<file path="src/rtl/axi_chan_fifo_bridge_pkg.sv">
// Shared AXI4+ATOP channel and bundle types for the per-channel FIFO bridge.
// Channel widths are fixed here so every instance of the bridge agrees on the bundle layout.
package axi_chan_fifo_bridge_pkg;

    localparam int unsigned AXI_ADDR_WIDTH = 32;
    localparam int unsigned AXI_DATA_WIDTH = 64;
    localparam int unsigned AXI_ID_WIDTH   = 4;
    localparam int unsigned AXI_USER_WIDTH = 2;
    localparam int unsigned AXI_STRB_WIDTH = AXI_DATA_WIDTH / 8;

    typedef enum logic [1:0] {
        BURST_FIXED = 2'b00,
        BURST_INCR  = 2'b01,
        BURST_WRAP  = 2'b10
    } axi_burst_e;

    typedef enum logic [1:0] {
        RESP_OKAY   = 2'b00,
        RESP_EXOKAY = 2'b01,
        RESP_SLVERR = 2'b10,
        RESP_DECERR = 2'b11
    } axi_resp_e;

    typedef logic [AXI_ID_WIDTH-1:0]   id_t;
    typedef logic [AXI_ADDR_WIDTH-1:0] addr_t;
    typedef logic [AXI_DATA_WIDTH-1:0] data_t;
    typedef logic [AXI_STRB_WIDTH-1:0] strb_t;
    typedef logic [AXI_USER_WIDTH-1:0] user_t;

    typedef struct packed {
        id_t        id;
        addr_t      addr;
        logic [7:0] len;
        logic [2:0] size;
        logic [1:0] burst;
        logic       lock;
        logic [3:0] cache;
        logic [2:0] prot;
        logic [3:0] qos;
        logic [3:0] region;
        logic [5:0] atop;
        user_t      user;
    } aw_chan_t;

    typedef struct packed {
        data_t data;
        strb_t strb;
        logic  last;
        user_t user;
    } w_chan_t;

    typedef struct packed {
        id_t        id;
        logic [1:0] resp;
        user_t      user;
    } b_chan_t;

    typedef struct packed {
        id_t        id;
        addr_t      addr;
        logic [7:0] len;
        logic [2:0] size;
        logic [1:0] burst;
        logic       lock;
        logic [3:0] cache;
        logic [2:0] prot;
        logic [3:0] qos;
        logic [3:0] region;
        user_t      user;
    } ar_chan_t;

    typedef struct packed {
        id_t        id;
        data_t      data;
        logic [1:0] resp;
        logic       last;
        user_t      user;
    } r_chan_t;

    typedef struct packed {
        aw_chan_t aw;
        logic     aw_valid;
        w_chan_t  w;
        logic     w_valid;
        logic     b_ready;
        ar_chan_t ar;
        logic     ar_valid;
        logic     r_ready;
    } req_t;

    typedef struct packed {
        logic     aw_ready;
        logic     ar_ready;
        logic     w_ready;
        logic     b_valid;
        b_chan_t  b;
        logic     r_valid;
        r_chan_t  r;
    } resp_t;

endpackage

</file>
<file path="src/rtl/axi_chan_fifo_bridge_chan_fifo.sv">
// Generic registered FIFO for one AXI channel: no fall-through, ready and valid
// are both registered so neither side has a combinational path to the other.
module chan_fifo #(
    parameter type         T         = logic [7:0],
    parameter int unsigned LOG_DEPTH = 2
) (
    input  logic clk_i,
    input  logic rst_i,
    input  logic in_valid_i,
    input  T     in_data_i,
    output logic in_ready_o,
    output logic out_valid_o,
    output T     out_data_o,
    input  logic out_ready_i
);

    localparam int unsigned DEPTH = 1 << LOG_DEPTH;

    typedef logic [LOG_DEPTH-1:0] ptr_t;
    typedef logic [LOG_DEPTH:0]   cnt_t;

    T     mem_q [DEPTH];
    ptr_t wptr_q;
    ptr_t rptr_q;
    cnt_t cnt_q;
    cnt_t cnt_d;
    logic in_ready_q;
    logic out_valid_q;
    logic push;
    logic pop;

    assign push = in_valid_i && in_ready_q;
    assign pop  = out_valid_q && out_ready_i;

    always_comb begin
        cnt_d = cnt_q;
        if (push && !pop) begin
            cnt_d = cnt_q + cnt_t'(1);
        end else if (!push && pop) begin
            cnt_d = cnt_q - cnt_t'(1);
        end
    end

    // Flags are registered from the next occupancy, so a pop while full only
    // re-opens ready on the following cycle.
    always_ff @(posedge clk_i) begin
        if (rst_i) begin
            wptr_q      <= '0;
            rptr_q      <= '0;
            cnt_q       <= '0;
            in_ready_q  <= 1'b0;
            out_valid_q <= 1'b0;
        end else begin
            if (push) begin
                wptr_q <= wptr_q + ptr_t'(1);
            end
            if (pop) begin
                rptr_q <= rptr_q + ptr_t'(1);
            end
            cnt_q       <= cnt_d;
            in_ready_q  <= (cnt_d != cnt_t'(DEPTH));
            out_valid_q <= (cnt_d != '0);
        end
    end

    // Storage needs no reset: the head is only observed while valid is high.
    always_ff @(posedge clk_i) begin
        if (push) begin
            mem_q[wptr_q] <= in_data_i;
        end
    end

    assign in_ready_o  = in_ready_q;
    assign out_valid_o = out_valid_q;
    assign out_data_o  = mem_q[rptr_q];

endmodule

</file>
<file path="src/rtl/axi_chan_fifo_bridge.sv">
// AXI4+ATOP decoupling bridge: each of AW, W, AR (towards dst) and B, R
// (towards src) runs through its own independent chan_fifo.
module axi_chan_fifo_bridge
    import axi_chan_fifo_bridge_pkg::*;
#(
    parameter int unsigned LOG_DEPTH = 2
) (
    input  logic  clk_i,
    input  logic  rst_i,
    input  req_t  src_req_i,
    output resp_t src_resp_o,
    output req_t  dst_req_o,
    input  resp_t dst_resp_i
);

    aw_chan_t aw_out;
    w_chan_t  w_out;
    ar_chan_t ar_out;
    b_chan_t  b_out;
    r_chan_t  r_out;
    logic     aw_out_valid, w_out_valid, ar_out_valid, b_out_valid, r_out_valid;
    logic     aw_in_ready, w_in_ready, ar_in_ready, b_in_ready, r_in_ready;

    chan_fifo #(.T(aw_chan_t), .LOG_DEPTH(LOG_DEPTH)) i_aw_fifo (
        .clk_i       (clk_i),
        .rst_i       (rst_i),
        .in_valid_i  (src_req_i.aw_valid),
        .in_data_i   (src_req_i.aw),
        .in_ready_o  (aw_in_ready),
        .out_valid_o (aw_out_valid),
        .out_data_o  (aw_out),
        .out_ready_i (dst_resp_i.aw_ready)
    );

    chan_fifo #(.T(w_chan_t), .LOG_DEPTH(LOG_DEPTH)) i_w_fifo (
        .clk_i       (clk_i),
        .rst_i       (rst_i),
        .in_valid_i  (src_req_i.w_valid),
        .in_data_i   (src_req_i.w),
        .in_ready_o  (w_in_ready),
        .out_valid_o (w_out_valid),
        .out_data_o  (w_out),
        .out_ready_i (dst_resp_i.w_ready)
    );

    chan_fifo #(.T(ar_chan_t), .LOG_DEPTH(LOG_DEPTH)) i_ar_fifo (
        .clk_i       (clk_i),
        .rst_i       (rst_i),
        .in_valid_i  (src_req_i.ar_valid),
        .in_data_i   (src_req_i.ar),
        .in_ready_o  (ar_in_ready),
        .out_valid_o (ar_out_valid),
        .out_data_o  (ar_out),
        .out_ready_i (dst_resp_i.ar_ready)
    );

    chan_fifo #(.T(b_chan_t), .LOG_DEPTH(LOG_DEPTH)) i_b_fifo (
        .clk_i       (clk_i),
        .rst_i       (rst_i),
        .in_valid_i  (dst_resp_i.b_valid),
        .in_data_i   (dst_resp_i.b),
        .in_ready_o  (b_in_ready),
        .out_valid_o (b_out_valid),
        .out_data_o  (b_out),
        .out_ready_i (src_req_i.b_ready)
    );

    chan_fifo #(.T(r_chan_t), .LOG_DEPTH(LOG_DEPTH)) i_r_fifo (
        .clk_i       (clk_i),
        .rst_i       (rst_i),
        .in_valid_i  (dst_resp_i.r_valid),
        .in_data_i   (dst_resp_i.r),
        .in_ready_o  (r_in_ready),
        .out_valid_o (r_out_valid),
        .out_data_o  (r_out),
        .out_ready_i (src_req_i.r_ready)
    );

    always_comb begin
        dst_req_o          = '0;
        dst_req_o.aw       = aw_out;
        dst_req_o.aw_valid = aw_out_valid;
        dst_req_o.w        = w_out;
        dst_req_o.w_valid  = w_out_valid;
        dst_req_o.ar       = ar_out;
        dst_req_o.ar_valid = ar_out_valid;
        dst_req_o.b_ready  = b_in_ready;
        dst_req_o.r_ready  = r_in_ready;

        src_resp_o          = '0;
        src_resp_o.aw_ready = aw_in_ready;
        src_resp_o.w_ready  = w_in_ready;
        src_resp_o.ar_ready = ar_in_ready;
        src_resp_o.b        = b_out;
        src_resp_o.b_valid  = b_out_valid;
        src_resp_o.r        = r_out;
        src_resp_o.r_valid  = r_out_valid;
    end

endmodule

</file>
<file path="config.mk">
export PLATFORM = sky130hd
export DESIGN_NAME = axi_chan_fifo_bridge
export DESIGN_NICKNAME = d
export VERILOG_FILES = /design/src/rtl/axi_chan_fifo_bridge_pkg.sv /design/src/rtl/axi_chan_fifo_bridge_chan_fifo.sv /design/src/rtl/axi_chan_fifo_bridge.sv
export SDC_FILE = /design/constraint.sdc
export NUM_CORES = 1
export LEC_CHECK = 0
export ABC_AREA = 0
export CAP_MARGIN = 10
export CORE_UTILIZATION = 50
export DETAILED_ROUTE_END_ITERATION = 7
export PLACE_DENSITY = 0.85
export RECOVER_POWER = 100
export SLEW_MARGIN = 30
export SYNTH_ARGS = -nofsm -noshare
export SYNTH_HDL_FRONTEND = slang
export SYNTH_SLANG_ARGS = --single-unit
</file>
<file path="constraint.sdc">
create_clock -name clk_i -period 6 [get_ports clk_i]
set_input_delay 1.5 -clock clk_i [delete_from_list [all_inputs] [get_ports clk_i]]
set_output_delay 1.5 -clock clk_i [all_outputs]
set_load 0.05 [all_outputs]
</file>
# Word level (Yosys, flattened, before mapping)
# Memories as Yosys holds them, arrays and structs flattened. A register that Yosys moved wholly into a read port is not among the register bits.
# Cells that the tools add are included.
word_totals:
  in_bits: 308
  output_inout_bits: 306
  wordCells: 120
  ramBits: 1184
  regBits: 45
  latchBits: 0
  rom_bits: 0
  n_memories: 5
memory_table:
  columns: ["name", "words", "width", "read_ports", "rd_ports_with_merged_regs", "wr", "line", "source"]
  rows:
  - ["i_w_fifo.mem_q", 4, 75, 1, 1, 1, "axi_chan_fifo_bridge_chan_fifo.sv:22", "T mem_q [DEPTH];"]
  - ["i_aw_fifo.mem_q", 4, 73, 1, 1, 1, "axi_chan_fifo_bridge_chan_fifo.sv:22", null]
  - ["i_r_fifo.mem_q", 4, 73, 1, 1, 1, "axi_chan_fifo_bridge_chan_fifo.sv:22", null]
  - ["i_ar_fifo.mem_q", 4, 67, 1, 1, 1, "axi_chan_fifo_bridge_chan_fifo.sv:22", null]
  - ["i_b_fifo.mem_q", 4, 8, 1, 1, 1, "axi_chan_fifo_bridge_chan_fifo.sv:22", null]
classes:
  eq_ne: 5
  reduce_logical: 35
  shift: 0
  bitwise: 0
  order_cmp: 0
  muxes: 30
  add_sub_neg: 20
  multipliers: 0
  div_mod_pow: 0
ops:
  columns: ["cell", "count"]
  rows:
  - ["$mux W3", 10]
  - ["$add A2 B1 Y2 const B", 10]
  - ["$logic_and A1 B1 Y1", 20]
  - ["$mux W2", 10]
  - ["$add A3 B1 Y3 const B", 5]
  - ["$ne A3 B3 Y1 const B", 5]
  - ["$reduce_bool A3 Y1", 5]
  - ["$sub A3 B1 Y3 const B", 5]
  - ["$logic_not A1 Y1", 10]
  - ["$mux W1", 10]

# Logic depth before layout (Yosys ltp)
# Gate-level depths: netlist of run 1.
depth:
  word_depth: 6
  depth_mapped: 6
  mapped_depth_nobuf: 6

# Cells and area by module
# A second synthesis of run 1 with hierarchy kept.
hier_totals:
  cells_unflattened: 1866
  area_unflattened_um2: 45655.0
modules_own_cells:
  columns: ["module", "seq_area_each_um2", "area_per_inst_um2", "cells_each", "instances"]
  rows:
  - ["chan_fifo (i_aw_fifo ...)", 8988.6, 11091.9, 443, 2]
  - ["chan_fifo (i_w_fifo)", 9228.9, 11399.7, 453, 1]
  - ["chan_fifo (i_ar_fifo)", 8267.9, 10252.3, 412, 1]
  - ["chan_fifo (i_b_fifo)", 1181.1, 1744.2, 105, 1]
  - ["axi_chan_fifo_bridge", 0.0, 75.1, 10, 1]

# Worst setup path after synthesis of run 1
# Ideal clock, no wire load.
synth_timing:
  path_type: "input port to flip-flop"
  from: "input src_req_i[70] (netlist bit)"
  to: "memory i_w_fifo.mem_q[0][0] (netlist bit), enable pin"
  required_ps: 5558
  cell_stages: 1
  n_path_buf: 0
  path_slack_ps: 2252
  setup_time_ps: 442
  arrival_ps: 3306
  cell_sequence: "and3_1"
synth_via:
  elab_chain_len: 3
synth_lines:
  columns: ["element", "line", "source"]
  rows:
  - ["from (decl)", "axi_chan_fifo_bridge.sv:10", "input req_t src_req_i,"]
  - ["$logic_and A1 B1 Y1", "axi_chan_fifo_bridge_chan_fifo.sv:32", "assign push = in_valid_i && in_ready_q;"]
  - ["$mux W1", "axi_chan_fifo_bridge_chan_fifo.sv:68", "if (push) begin"]
  - ["$mux W1 (not written as such)", "axi_chan_fifo_bridge_chan_fifo.sv:69", "mem_q[wptr_q] <= in_data_i;"]
  - ["to (decl)", "axi_chan_fifo_bridge_chan_fifo.sv:22", null]
# Every way passes these cells.

==> results of run 1 <==
==> stage by stage <==
stage,cell area (sq um),utilization,worst slack (ns),std cells
after CTS,56800,0.631,1.00,3800
after detailed placement,52900,0.587,1.82,3578
after global placement,52900,0.587,1.83,3578
after global routing,56800,0.632,0.443,3848
final,56900,0.632,0.587,3869
after floorplan,45400,-,2.25,1844
==> power by group through the flow <==
stage / registers, W / logic (W) / clock network [W]
finish: 0.0103 / 0.00497 / 0.00757
global route: 0.0104 / 0.00514 / 0.00798
CTS: 0.0103 / 0.00521 / 0.00764
detailed placement: 0.0105 / 0.00515 / 0
global placement: 0.0104 / 0.00504 / 0
floorplan: 0.0103 / 0.00363 / 0
==> worst min-delay path by stage <==
stage / from / endpoint / slack (ns) / depth (start not counted)
6_report: i_w_fifo.wptr_q[1] / i_w_fifo.wptr_q[1] / 0.51 / 2
3_3_place_gp: i_r_fifo.wptr_q[1] / i_r_fifo.wptr_q[1] / 0.47 / 2
4_1_cts: i_w_fifo.wptr_q[1] / i_w_fifo.wptr_q[1] / 0.51 / 2
2_1_floorplan: i_ar_fifo.wptr_q[1] / i_ar_fifo.wptr_q[1] / 0.47 / 2
5_1_grt: i_aw_fifo.wptr_q[1] / i_aw_fifo.wptr_q[1] / 0.54 / 2
3_5_place_dp: i_aw_fifo.wptr_q[1] / i_aw_fifo.wptr_q[1] / 0.49 / 2
==> logic make-up after synthesis <==
group / Yosys count / share of synthesized area
flops: 1239 / 0.807
mux: 303 / 0.148
buf+inv: 109 / 0.0126
simple gates: 92 / 0.0103
compound gates: 38 / 0.00548
fa+ha+maj: 32 / 0.00876
xor+xnor: 31 / 0.00749
==> synthesized netlist by cell type, drive strengths merged (2+ instances only) <==
cell type / instances / area [sq um]
a211oi: 4 / 40.0
a21boi: 5 / 37.5
a21oi: 22 / 110
and2: 8 / 52.6
and3: 25 / 163
buf: 60 / 388
clkbuf: 28 / 105
dfxtp: 55 / 1100
edfxtp: 1184 / 35600
ha: 30 / 375
inv: 21 / 78.8
maj3: 2 / 22.5
mux2: 2 / 22.5
mux2i: 5 / 50.1
mux4: 296 / 6670
nand2: 18 / 70.1
nand3: 2 / 10.0
nor2: 30 / 113
nor2b: 3 / 18.8
o21ai: 2 / 10.0
or2: 3 / 18.8
xnor2: 14 / 123
xnor3: 5 / 113
xor2: 12 / 105
==> flip-flops by register name (all words and copies together) (netlist names), 2 cells and up, named ones only <==
register          count
i_w_fifo.mem_q      300
i_aw_fifo.mem_q     292
i_r_fifo.mem_q      292
i_ar_fifo.mem_q     268
i_b_fifo.mem_q       32
i_ar_fifo.cnt_q       3
i_aw_fifo.cnt_q       3
i_b_fifo.cnt_q        3
i_r_fifo.cnt_q        3
i_w_fifo.cnt_q        3
i_ar_fifo.rptr_q      2
i_ar_fifo.wptr_q      2
i_aw_fifo.rptr_q      2
i_aw_fifo.wptr_q      2
i_b_fifo.rptr_q       2
i_b_fifo.wptr_q       2
i_r_fifo.rptr_q       2
i_r_fifo.wptr_q       2
i_w_fifo.rptr_q       2
i_w_fifo.wptr_q       2
==> layer usage <==
layer  GRT usage  part of all wire
met1       0.251              0.34
met2       0.377              0.52
met4       0.105             0.046
met3      0.0695             0.091
met5           0            0.0014
==> worst reg2reg max path, cell delays in order, from the launching register on <==
cell,delay (ns)
dfxtp_1,0.36
inv_1,0.12
ha_1,0.16
and3_1,0.91
clkbuf_1,1.95
buf_4,0.59
==> final cells by class <==
class | instances | area, sq um
Antenna cell | 66 | 165
Clock buffer | 138 | 3030
Clock inverter | 84 | 918
Fill cell | 5648 | 33100
Inverter | 21 | 78.8
Multi-Input combinational cell | 496 | 8170
Sequential cell | 1239 | 36700
Tap cell | 1176 | 1470
Timing Repair Buffer | 649 | 6390
==> flow_summary.ini, run 1 <==
[outcome]
status = finished, violations left
violations = capacitance limit, slew limit

[critical_path]
slowest_delay_ns = 1.40
worstPathArrival_ns = 3.91
r2r_cells = 5
worst-path-max-fanout = 67
crit_buf_inv = 2
r2r-start = i_w_fifo.wptr_q[0]
critPathLaunchType = flip-flop
path_cells = clkbuf_2 > mux4_2 > dlygate4sd3_1
path_class = flip-flop to output pin
cp-endpoint = dst_req_o[4]
required_ns = 4.50
worstReg2RegEnd = i_w_fifo.mem_q[0][0]
crit_family = buffers and inverters
critPathSlowestCell = clkbuf_2
cp-end-kind = output pin
crit_cells = 3
r2r_setup_slack_ns = 1.57

[pwr]
power_switching_w = 0.00674
total_power_w = 0.0229
pwr-share-clk = 0.331
sw_frac_of_total = 0.295
power_density_nw_per_um2 = 402
p_int_w = 0.0161
seqPwrFrac = 0.451
power.leakage_nw = 18.1
p_comb_frac = 0.217
ir_drop_v = 0.000319

[grt]
grt_max_degree = 74
overflow = 0
grtUsageTotal = 0.220
grt_pass1_wl_mm = 148
antenna_found_initial = 66
grt_pass1_vias = 22846

[yosys]
synth.distinct_cells = 40
ys_warn_count = 0
synth_ff_type = edfxtp_1
syn_inst = 1844
async_reset_ff_frac = 0
postSynthNetCount = 2182
syn-cell-area_sq_um = 45400
synth.ff_latch_count = 1239
seq_area_frac_synth = 0.807
synth_edf_count = 1184
syn_avg_cell_area_sq_um = 24.6

[place]
routabilityCongestion = 0.781
dp_hpwl_mm = 63.8
port_buffers = 613

[drt]
vias = 22308
ant_nets = 0
drtIter0Drc = 2025
wl_per_cell_microns = 27.9
drc_errors = 0
drt-total-wl_mm = 108
vias_per_cell = 5.77
drt_first_pass_iters = 5

[timing]
period_minus_slack_ns = 5.41
worstMarginPinSlew_ns = 3.19
finalSetupViolCount = 0
fin_skew_ns = 0.0348
rsz0062_at_grt = no
fmax_mhz = 185
hold_viol_final = 0
tns_ns = 0
slew_viol_final = 926
hold_slack_ns = 0.513
max-slew-margin-rel = -1.12
fin_crit_sh = 0.902

[layout]
layout_common_cells = edfxtp_1 (1184), dlygate4sd3_1 (590), mux4_2 (296), clkbuf_16 (118), dfxtp_1 (47)
final_common_cell = edfxtp_1
layout-drive-gt1-share = 0.197
nNetsFinal = 2862
areaGrowthSynthToFinish_pct = 25.3

[run]
cap_viol_max_count = 18

[die]
core_area_sq_um = 90000
start_util = 0.505
die_w_microns = 303
die_y_microns = 303
rows = 110
dieArea_sq_um = 92000
io_pins = 614

[clock_tree]
clk-insertion-delay-late_ns = 0.69
post_cts_buffers = 0
cts_resized = 0
htreeDepth = 3
clkSinkCount = 1239
path_clk_slew_ns = 0.06
cts_tree = done
cts_hold_buf = 0
cts_root_buffer = clkbuf_16
cts_buffers = 117
cts_max_path_buffers = 3

[min_path]
hold_class = flip-flop to flip-flop
(Power assumes the default switching activity.)
==> run 2: changes to the inputs <==
CTS_BUF_LIST = sky130_fd_sc_hd__clkbuf_16   (was default)
PLACE_DENSITY = 0.71   (was 0.85)
==> flow_summary.ini, run 2 (synthesis gave the netlist of run 1 again) <==
[die]
core_area_sq_um = 90000
die_w_microns = 303
io_pins = 614
dieArea_sq_um = 92000
rows = 110
start_util = 0.505
die_y_microns = 303

[clock_tree]
cts_max_path_buffers = 3
clkSinkCount = 1239
path_clk_slew_ns = 0.06
htreeDepth = 3
cts_root_buffer = clkbuf_16
post_cts_buffers = 0
cts_tree = done
clk-insertion-delay-late_ns = 0.70
cts_buffers = 118
cts_hold_buf = 0
cts_resized = 0

[timing]
hold_viol_final = 0
tns_ns = 0
finalSetupViolCount = 0
worstMarginPinSlew_ns = 2.58
max-slew-margin-rel = -0.720
fmax_mhz = 191
period_minus_slack_ns = 5.23
fin_crit_sh = 0.871
rsz0062_at_grt = no
fin_skew_ns = 0.0217
slew_viol_final = 830
setup_ws_ns = 0.774

[critical_path]
required_ns = 4.50
crit_cells = 3
r2r_cells = 3
path_cells = buf_12 > mux4_2 > dlygate4sd3_1
crit_family = flip-flops
worstPathArrival_ns = 3.73
cp-end-kind = output pin
path_class = flip-flop to output pin
worst-path-max-fanout = 37
slowest_delay_ns = 1.22
critPathSlowestCell = dfxtp_2
crit_buf_inv = 2
critPathLaunchType = flip-flop

[grt]
grt_pass1_vias = 22007
grt_pass1_wl_mm = 136
grtUsageTotal = 0.201
grt_max_degree = 74
overflow = 0
antenna_found_initial = 54

[place]
postPlaceCellArea_sq_um = 53000
port_buffers = 613
dp_hpwl_mm = 60.4
dp_cells = 3585
routabilityCongestion = 0.767
pre_cts_slack_ns = 1.84

[layout]
nNetsFinal = 2867
largest_register_ff_count = 300
layout_common_cells = edfxtp_1 (1184), dlygate4sd3_1 (592), mux4_2 (296), clkbuf_16 (118), dfxtp_1 (47)
largest_register = i_w_fifo.mem_q
areaGrowthSynthToFinish_pct = 24.3
final_common_cell = edfxtp_1
top_regs = i_w_fifo.mem_q x300, i_aw_fifo.mem_q x292, i_r_fifo.mem_q x292
final_cells = 3832
design_area_sq_um = 56500
layout-drive-gt1-share = 0.185
fin_util = 0.627

[drt]
drt_first_pass_iters = 5
wl_per_cell_microns = 24.4
vias_per_cell = 5.52
drc_errors = 0
drt-total-wl_mm = 93.5
vias = 21159
drtIter0Drc = 1389
ant_nets = 0

[min_path]
hold_depth = 2
hold_class = flip-flop to flip-flop

[pwr]
power_density_nw_per_um2 = 389
ir_drop_v = 0.000256
power.leakage_nw = 18.0

[outcome]
violations = capacitance limit, slew limit
status = finished, violations left

[run]
cap_viol_max_count = 22
==> run 2: tightest hold or removal path, delay by kind of cell (launching register included) <==
kind               cells  cell delay (ns)
AOI/OAI and AO/OA      1             0.05
DFF                    1             0.34
and+or+nand+nor        1             0.07
==> run 2: final timing paths <==
check / startpoint / endpoint / slack [ns]
max reg2reg: i_w_fifo.wptr_q[0] / i_w_fifo.mem_q[1][6] / 2.21
min reg2reg: i_aw_fifo.wptr_q[1] / i_aw_fifo.wptr_q[1] / 0.51
max: flip-flop / dst_req_o[165] / 0.77
min: i_aw_fifo.wptr_q[1] / i_aw_fifo.wptr_q[1] / 0.51
==> run 2: layout make-up <==
class	instances	area [sq um]
sequential	1239	36700
fill	6051	33500
multi-input combinational	496	8170
timing repair buffer	653	6400
clock buffer	118	2950
tap	1176	1470
clock inverter	94	628
antenna	35	87.6
inverter	21	78.8
==> run 2: layer usage <==
layer | vias up | wire [microns] | GRT usage
li1 | 9218 | - | -
met5 | - | 152 | 0
met2 | 741 | 48700 | 0.336
met1 | 10989 | 34300 | 0.247
met4 | 22 | 2840 | 0.0829
met3 | 189 | 7550 | 0.0579
==> run 2: through the flow <==
| stage | hold slack (ns) | total power, W |
|---|---|---|
| 6_report | 0.508 | 0.0220 |
| 2_1_floorplan | 0.469 | 0.0139 |
| 3_5_place_dp | 0.496 | 0.0156 |
| 3_3_place_gp | 0.477 | 0.0155 |
| 5_1_grt | 0.531 | 0.0228 |
| 4_1_cts | 0.506 | 0.0225 |
==> run 2: report_power, final <==
part / switching [W] / total (W) / internal (W)
Sequential: 0.000315 / 0.0103 / 0.00998
Clock: 0.00304 / 0.00686 / 0.00381
Combinational: 0.00306 / 0.00484 / 0.00178
Total: 0.00642 / 0.0220 / 0.0156
==> run 3: changes to the inputs <==
SKIP_CTS_REPAIR_TIMING = 1   (was default)
clock period = 5 ns   (was 6 ns; I/O delays follow)
==> flow_summary.ini, run 3 (synthesis gave the netlist of run 1 again) <==
[pwr]
p_int_w = 0.0190
power.leakage_nw = 18.2
seqPwrFrac = 0.460
sw_frac_of_total = 0.288
ir_drop_v = 0.000346
power_switching_w = 0.00769
p_comb_frac = 0.223
power_density_nw_per_um2 = 471
pwr-share-clk = 0.318

[clock_tree]
path_clk_slew_ns = 0.06
clkSinkCount = 1239
cts_buffers = 119
cts_max_path_buffers = 3
clk-insertion-delay-late_ns = 0.70
htreeDepth = 3
cts_tree = done
cts_root_buffer = clkbuf_16

[timing]
max-slew-margin-rel = -0.499
period_minus_slack_ns = 4.62
fmax_mhz = 217
finalSetupViolCount = 0
tns_ns = 0
fin_skew_ns = 0.0146
fin_crit_sh = 0.923
hold_viol_final = 0
worstMarginPinSlew_ns = 2.25
slew_viol_final = 542
setup_ws_ns = 0.384
rsz0062_at_grt = no

[die]
rows = 110
dieArea_sq_um = 92000
die_w_microns = 303
io_pins = 614
start_util = 0.505
die_y_microns = 303
core_area_sq_um = 90000

[drt]
drc_errors = 0
drtIter0Drc = 1360
wl_per_cell_microns = 24.3
ant_nets = 0
vias = 21051
vias_per_cell = 5.47
drt_first_pass_iters = 4
drt-total-wl_mm = 93.5

[min_path]
hold_depth = 2
hold_class = flip-flop to flip-flop
hold_end = i_ar_fifo.wptr_q[1]
worstHoldStart = i_ar_fifo.wptr_q[1]

[grt]
gr-max-usage-layer = met2
grt_max_degree = 76
met3_usage = 0.0690
grt_pass1_wl_mm = 136
met1_usage = 0.242
antenna_found_initial = 59
grt_pass1_vias = 22110
grt_use_met2 = 0.338
overflow = 0
grtUsageTotal = 0.201

[critical_path]
path_class = flip-flop to output pin
r2r-start = i_aw_fifo.wptr_q[0]
critPathLaunchType = flip-flop
r2r_setup_slack_ns = 1.42
cp-end-kind = output pin
r2r_cells = 5
worst-path-max-fanout = 22
required_ns = 3.75
worstPathArrival_ns = 3.37
worstReg2RegEnd = i_aw_fifo.mem_q[2][8]

[layout]
layout-drive-gt1-share = 0.186
largest_register_ff_count = 300
design_area_sq_um = 56700
layout_common_cells = edfxtp_1 (1184), dlygate4sd3_1 (553), mux4_2 (296), clkbuf_16 (121), clkdlybuf4s50_1 (59)
top_regs = i_w_fifo.mem_q x300, i_aw_fifo.mem_q x292, i_r_fifo.mem_q x292
final_common_cell = edfxtp_1
nNetsFinal = 2882
largest_register = i_w_fifo.mem_q
areaGrowthSynthToFinish_pct = 24.8

[place]
port_buffers = 613
dp_hpwl_mm = 61.3
postPlaceCellArea_sq_um = 53200
routabilityCongestion = 0.760
pre_cts_slack_ns = 1.23

[outcome]
violations = capacitance limit, slew limit
status = finished, violations left

[run]
cap_viol_max_count = 14
run 3: power groups by stage:
stage / logic [W] / clock network, W / registers (W)
after floorplan: 0.00435 / 0 / 0.0123
after global placement: 0.00621 / 0 / 0.0125
after detailed placement: 0.00629 / 0 / 0.0125
after CTS: 0.00632 / 0.00867 / 0.0123
after global routing: 0.00622 / 0.00906 / 0.0123
final: 0.00594 / 0.00848 / 0.0123
run 3: worst max-delay path by stage:
stage                             start                   end  slack [ns]  depth (start not counted)
final                         flip-flop        dst_req_o[219]        0.38                          3
after global routing          flip-flop        dst_req_o[117]        0.20                          3
after CTS                     flip-flop        dst_req_o[203]        0.47                          3
after detailed placement      flip-flop        dst_req_o[219]        1.23                          3
after global placement        flip-flop        dst_req_o[203]        1.26                          3
after floorplan           src_req_i[70]  i_w_fifo.mem_q[0][0]        1.50                          1
run 3: per-layer routing:
metal,share of wire,wire (microns)
met3,0.084,7850
met5,0.0027,255
met4,0.027,2560
met1,0.37,34200
met2,0.52,48600
run 3: area by class of cell:
type / count / area (sq um)
fillers: 6076 / 33300
flip-flops and latches: 1239 / 36700
well taps: 1176 / 1470
inverters: 21 / 78.8
repair buffers: 667 / 6490
diodes: 29 / 72.6
multi-input cells: 496 / 8170
clock buffers: 121 / 3030
clock inverters: 97 / 701
run 3: critical path, stage by stage, from the launching register on:
cell	delay (ns)
dfxtp_1	1.09
buf_4	0.44
mux4_2	0.36
dlygate4sd3_1	0.78
run 3: metrics by stage:
step | std cells | hold slack, ns | power (W) | utilization
final | 3846 | 0.506 | 0.0267 | 0.630
after CTS | 3816 | 0.503 | 0.0273 | 0.632
after global placement | 3598 | 0.478 | 0.0187 | 0.590
after floorplan | 1844 | 0.469 | 0.0167 | -
after detailed placement | 3598 | 0.495 | 0.0188 | 0.591
after global routing | 3832 | 0.540 | 0.0276 | 0.629
